File: src/rtl/mem_port_arbiter.sv
`default_nettype none
// ============================================================================
// Module   : mem_port_arbiter
// Purpose  : Shares one single-port Memory between instruction fetch and
//            load/store. One access is issued per cycle; read data returns
//            one cycle later on mem_dout and is steered to the requester
//            that issued it via the valid flags.
// Config   : MEMARB_RR_EN -- when defined, round-robin arbitration replaces
//            fixed load/store priority and the starvation guard is removed.
// Revision : 1.0  initial release
// ============================================================================
module mem_port_arbiter #(
  parameter int DATA_W     = 16,
  parameter int ADDR_W     = 16,
  parameter int STARVE_MAX = 4
) (
  input  logic              clk,
  input  logic              reset,
  input  logic              if_req,
  input  logic [ADDR_W-1:0] if_addr,
  output logic              if_gnt,
  output logic              if_valid,
  output logic [DATA_W-1:0] if_rdata,
  input  logic              d_req,
  input  logic              d_we,
  input  logic [ADDR_W-1:0] d_addr,
  input  logic [DATA_W-1:0] d_wdata,
  output logic              d_gnt,
  output logic              d_valid,
  output logic [DATA_W-1:0] d_rdata,
  output logic [ADDR_W-1:0] mem_addr,
  output logic [DATA_W-1:0] mem_din,
  output logic              mem_we,
  input  logic [DATA_W-1:0] mem_dout
);

  // State records which kind of access was issued in the previous cycle,
  // i.e. who owns the data currently on mem_dout.
  typedef enum logic [1:0] {
    S_IDLE = 2'd0,
    S_IF   = 2'd1,
    S_DR   = 2'd2,
    S_DW   = 2'd3
  } state_t;

  state_t state_q;
  state_t state_d;
  logic   if_win;
  logic   d_win;

`ifdef MEMARB_RR_EN
  // 1 = fetch won the most recent grant, 0 = load/store did.
  logic last_if_q;
  logic last_if_d;

  // Round-robin choice: on a tie the side that did not win last time wins.
  always_comb begin
    if_win    = 1'b0;
    d_win     = 1'b0;
    last_if_d = last_if_q;
    if (!reset) begin
      if_win = if_req && (!d_req || !last_if_q);
      d_win  = d_req && !if_win;
    end
    if (if_win) begin
      last_if_d = 1'b1;
    end else if (d_win) begin
      last_if_d = 1'b0;
    end
  end

  // Remember the most recent winner; fetch is treated as last winner after reset.
  always_ff @(posedge clk) begin
    if (reset) begin
      last_if_q <= 1'b1;
    end else begin
      last_if_q <= last_if_d;
    end
  end
`else
  localparam logic [3:0] STARVE_LIM = 4'(STARVE_MAX);

  // Consecutive cycles fetch has been asking without being served.
  logic [3:0] starve_q;
  logic [3:0] starve_d;

  // Fixed priority to load/store, overridden once fetch has waited long enough.
  always_comb begin
    if_win   = 1'b0;
    d_win    = 1'b0;
    starve_d = 4'd0;
    if (!reset) begin
      if_win = if_req && (!d_req || (starve_q == STARVE_LIM));
      d_win  = d_req && !if_win;
    end
    if (if_req && !if_win) begin
      starve_d = starve_q + 4'd1;
    end
  end

  // Starvation counter register.
  always_ff @(posedge clk) begin
    if (reset) begin
      starve_q <= 4'd0;
    end else begin
      starve_q <= starve_d;
    end
  end
`endif

  // Next state follows this cycle's grant from any state.
  always_comb begin
    state_d = S_IDLE;
    if (if_win) begin
      state_d = S_IF;
    end else if (d_win) begin
      state_d = d_we ? S_DW : S_DR;
    end
  end

  // Access-tracking FSM.
  always_ff @(posedge clk) begin
    if (reset) begin
      state_q <= S_IDLE;
    end else begin
      state_q <= state_d;
    end
  end

  // Memory port mux: idle cycles drive all zeros so no stray write can occur.
  always_comb begin
    mem_addr = '0;
    mem_din  = '0;
    mem_we   = 1'b0;
    if (if_win) begin
      mem_addr = if_addr;
    end else if (d_win) begin
      mem_addr = d_addr;
      mem_din  = d_wdata;
      mem_we   = d_we;
    end
  end

  assign if_gnt = if_win;
  assign d_gnt  = d_win;

  // Valids are suppressed while reset is asserted so a read issued just
  // before reset never reports data.
  assign if_valid = !reset && (state_q == S_IF);
  assign d_valid  = !reset && (state_q == S_DR);

  assign if_rdata = mem_dout;
  assign d_rdata  = mem_dout;

endmodule
`default_nettype wire

File: config.mk
export PLATFORM = sky130hd
export DESIGN_NAME = mem_port_arbiter
export DESIGN_NICKNAME = d
export VERILOG_FILES = /design/src/rtl/mem_port_arbiter.sv
export SDC_FILE = /design/constraint.sdc
export NUM_CORES = 1
export LEC_CHECK = 0
export ABC_AREA = 1
export CAP_MARGIN = 30
export CORE_ASPECT_RATIO = 0.75
export CORE_MARGIN = 2
export CORE_UTILIZATION = 26
export CTS_CLUSTER_SIZE = 12
export DETAILED_ROUTE_END_ITERATION = 16
export PLACE_DENSITY = 0.86
export REMOVE_ABC_BUFFERS = 1
export SYNTH_ARGS = -nofsm -noshare
export SYNTH_HDL_FRONTEND = slang
export SYNTH_SLANG_ARGS = --single-unit
File: constraint.sdc
create_clock -name clk -period 2.4 [get_ports clk]
set_clock_uncertainty 0.15 [all_clocks]
set_input_delay 0.24 -clock clk [delete_from_list [all_inputs] [get_ports clk]]
set_output_delay 0.24 -clock clk [all_outputs]
set_load 0.01 [all_outputs]
# --- After elaboration in Yosys (flattened, before gate mapping) ---
# Cells that the tools add are included.
word_totals:
  inputBits: 69
  register_bits: 6
op_classes:
  addsub: 1
  n_eq_ne: 3
  bitwise: 2
  mux: 11
  n_reduce_logical: 12
op_table:
  columns: ["operator", "count"]
  rows:
  - ["2-to-1 mux 16 bit", 4]
  - ["2-to-1 mux 1 bit", 7]
  - ["logical AND 1 bit", 5]
  - ["adder 4 x 1 -> 4 bit, second input constant", 1]
  - ["equality test 4 x 3 -> 1 bit, second input constant", 1]
  - ["logical NOT 1 bit", 4]
  - ["OR reduction 3 bit", 1]
  - ["equality test 2 x 1 -> 1 bit, second input constant", 1]
  - ["equality test 2 bit, second input constant", 1]
  - ["NOT 1 bit", 2]
  - ["OR reduction 2 bit", 1]
  - ["logical OR 1 bit", 1]

# --- Logic depth before layout (Yosys ltp) ---
logic_depth:
  word_depth: 8
  ltp_mapped: 7
  depth_no_buf: 6

# --- Worst setup path before layout ---
# Ideal clock, no wire load.
synth_path:
  path_kind: "reg-to-output"
  startpoint: "reg starve_q[0]"
  endpoint: "out mem_din[4]"
  n_path_buf: 1
  arrival_time_ns: 1.202
  path_slack_ns: 0.808
  stages_incl_launch_ff: 7
  required_time_ns: 2.010
  path_cell_list: "dfxtp_1 > inv_1 > ha_1 > nand4_4 > nand2_4 > buf_8 > nor2_1"
synth_via:
  elab_chain_cells: 8
  word_cells_on_any_way: 9
  cone_classes: "eq/ne (1); mux (4); reduce/logical (4)"
synth_lines:
  columns: ["element", "line_no", "rtl"]
  rows:
  - ["from (decl)", "84", "logic [3:0] starve_q;"]
  - ["from (signal assigned)", "106", "starve_q <= starve_d;"]
  - ["equality test 4 x 3 -> 1 bit (*)", "93", "if_win = if_req && (!d_req || (starve_q == STARVE_LIM));"]
  - ["logical OR 1 bit (*)", "93", null]
  - ["logical AND 1 bit (*)", "93", null]
  - ["logical NOT 1 bit", "94", "d_win = d_req && !if_win;"]
  - ["logical AND 1 bit", "94", null]
  - ["2-to-1 mux 1 bit", "92", "if (!reset) begin"]
  - ["2-to-1 mux 16 bit", "137", "end else if (d_win) begin"]
  - ["2-to-1 mux 16 bit (*)", "135", "if (if_win) begin"]
  - ["to (decl)", "32", "output logic [DATA_W-1:0] mem_din,"]
# Mark *: on every way between the ends. The rest lies on a longest branch, timed or not.

# --- Worst setup path after layout ---
layout_path:
  startpoint: "reg starve_q[0]"
  endpoint: "out mem_addr[5]"
layout_via:
  elab_chain_cells: 8
  word_cells_on_any_way: 9
  cone_classes: "eq/ne (1); mux (4); reduce/logical (4)"
layout_lines:
  columns: ["element", "line_no", "rtl"]
  rows:
  - ["equality test 4 x 3 -> 1 bit (*)", "93", null]
  - ["logical OR 1 bit (*)", "93", null]
  - ["logical AND 1 bit (*)", "93", null]
  - ["logical NOT 1 bit", "94", null]
  - ["logical AND 1 bit", "94", null]
  - ["2-to-1 mux 1 bit", "92", null]
  - ["2-to-1 mux 16 bit", "137", null]
  - ["2-to-1 mux 16 bit (*)", "135", null]
  - ["to (decl)", "31", "output logic [ADDR_W-1:0] mem_addr,"]
# Marked as above.

==> results.toml <==
[status]
outcome = "finished, final reports clean"

[logic_synthesis]
avgSynthCellArea_sq_um = 6.22
synth_area_sq_um = 982
synth_cell_type_count = 19
synth_cells = 158
yosysWarnings = 0
synth-seq-area-share_pct = 12.2
synth-seq-cells = 6

[setup_path]
r2r_start = "starve_q[0]"
r2r_setup_slack_ps = 1060
path_class = "reg -> out"
cp-start-kind = "flop"
worstSetupStartpoint = "starve_q[0]"
cp_cell_sequence = "inv_1 -> ha_1 -> nand4_4 -> buf_6 -> nand3_1 -> nand2_1 -> clkdlybuf4s50_1"
max_stage_delay_ps = 530
cp-end-kind = "output pin"
rr_endpoint = "state_q[1]"
critPathRequiredTime_ps = 2010
r2r_cells = 5
critPathSlowestCell = "clkdlybuf4s50_1"
cp.arrival_ps = 1880
critical_path.max_fanout = 13

[timing]
setup_viol = 0
slew_headroom_pct = 76.1
fin_setup_tns_ps = 0
hold_viol = 0
tightest_slew_ps = 358
fin_crit_sh_pct = 94.7
min_period_ps = 2270
final_max_slew_viol_count = 0
rsz0062_at_grt = "false"
fmax_ghz = 0.440

[clock_network]
cts-htree-levels = 1
cts_tree = "yes"
cts_hold_buf = 0
clockBufferDepth = 2
clock-sinks = 6
cts_setup_buffers = 0
ctsResizeCount = 0
root_buffer = "clkbuf_8"
cts_buffers = 3
cts.reportedPaths.clkPinSlew_ps = 30
clk_latency_ps = 220

[cells_and_area]
drive_gt1_share_pct = 8.29
nNetsFinal = 290
syn_to_final_growth_pct = 78.2
final_common_cell = "clkdlybuf4s50_1"
layout_common_cells = "88 x clkdlybuf4s50_1, 35 x nand3_1, 26 x inv_1"
n_antenna_cell = 0
utilization_pct = 48.1

[floorplanning]
die-area_sq_um = 4290
die_h_um = 57.2
pin_count = 138
num_rows = 19
start_util_pct = 27.0
fp.coreArea_sq_um = 3640
die_width_um = 75.0

[power]
powerDensity_nw_per_um2 = 280
vdd_drop_max_v = 0.000137
p_leak_nw = 0.813

[min_path]
hold_path_end = "starve_q[0]"
min_path_type = "reg -> reg"
worstHoldStart = "starve_q[0]"
whs_path_depth = 1

[routing]
drc = 0
wl_per_cell_um = 13.1
viasPerCell = 4.23
antenna_left = 0
first_iter_violations = 73
via_count = 1138
routed_wl_mm = 3.52
dr.pass1.iters = 4

[global_routing]
grt_overflow = 0
track_usage_pct = 16.3
grt_pass1_vias = 1093
grt_start_max_net_pins = 19
antenna_found_initial = 0
grt_pass1_wl_mm = 5.27

[placement]
gp_congestion = 0.722
io_buffers = 89
place_hpwl_mm = 2.89

[job]
max-cap-violations = 0
==> state kept, by name, summed over array words and instances, names as in the netlist <==
register and cells:
starve_q 4, state_q 2
==> Yosys cell counts <==
library cell / number / area (sq um)
dfxtp_1: 6 / 120
nor2_4: 1 / 11.3
buf_8: 1 / 15.0
ha_1: 2 / 25.0
inv_1: 26 / 97.6
nand2_4: 2 / 22.5
buf_4: 34 / 255
inv_2: 1 / 3.75
nand3_2: 1 / 10.0
nor2_8: 1 / 20.0
nand4_1: 1 / 6.26
nand4_4: 1 / 21.3
nand3_1: 35 / 175
nor3_1: 1 / 5.00
nor2_2: 2 / 12.5
nor2_1: 19 / 71.3
buf_6: 2 / 22.5
xnor2_1: 1 / 8.76
nand2_1: 21 / 78.8
==> through the flow <==
stage,cell area (sq um),cells,power [mW],hold slack (ps),setup slack (ps)
floorplan,689,121,0.174,246,832
global placement,1700,266,0.338,313,98.3
detailed placement,1700,266,0.341,326,84.3
CTS,1740,269,0.498,330,12.0
global route,1750,269,0.521,317,1.45
finish,1750,269,0.489,301,127
==> worst max-delay path by stage <==
stage / to / slack, ps / cells past startpoint
3_5_place_dp: mem_din[11] / 80 / 5
5_1_grt: mem_addr[10] / 1 / 7
2_1_floorplan: mem_din[0] / 830 / 5
4_1_cts: mem_addr[9] / 10 / 7
3_3_place_gp: mem_din[11] / 100 / 5
6_report: mem_addr[5] / 130 / 7
==> kinds of logic (layout without fill, tap and decap cells) <==
group	count (synthesis)	after routing	share of synthesized area, %
and+or+nand+nor	85	85	44.2
buffers and inverters	64	123	40.1
DFF	6	6	12.2
adders and majority gates	2	2	2.55
xor gates and xnor gates	1	1	0.892
==> area by class of cell <==
| type | count | area, sq um |
|---|---|---|
| flip-flops and latches | 6 | 123 |
| repair buffers | 93 | 952 |
| clock buffers | 3 | 41.3 |
| fillers | 338 | 1890 |
| inverters | 27 | 101 |
| well taps | 52 | 65.1 |
| multi-input cells | 88 | 468 |
==> report_power, final <==
part	internal [mW]	total [mW]	leakage, nW	switching, mW
combinational	0.149	0.233	0.742	0.0833
clock	0.108	0.151	0.0216	0.0435
sequential	0.103	0.105	0.0499	0.00177
total	0.361	0.489	0.813	0.129
==> critical path, delay by kind of cell, from the launching register on <==
kind / cells / cell delay, ps
adders and majority gates: 1 / 240
DFF: 1 / 350
and+or+nand+nor: 3 / 320
buffers and inverters: 3 / 750
==> metal layers <==
metal  vias to the layer above  global-route usage (%)  share of wire [%]  wire (um)
li1                        572                       -                  -          -
met1                       470                    22.4                 45       1600
met2                        94                    19.8                 39       1380
met3                         2                    12.0                 15        530
met4                         0                    3.06               0.34         12
met5                         -                    6.17                  0          0
Power figures use the tool's default switching activity.
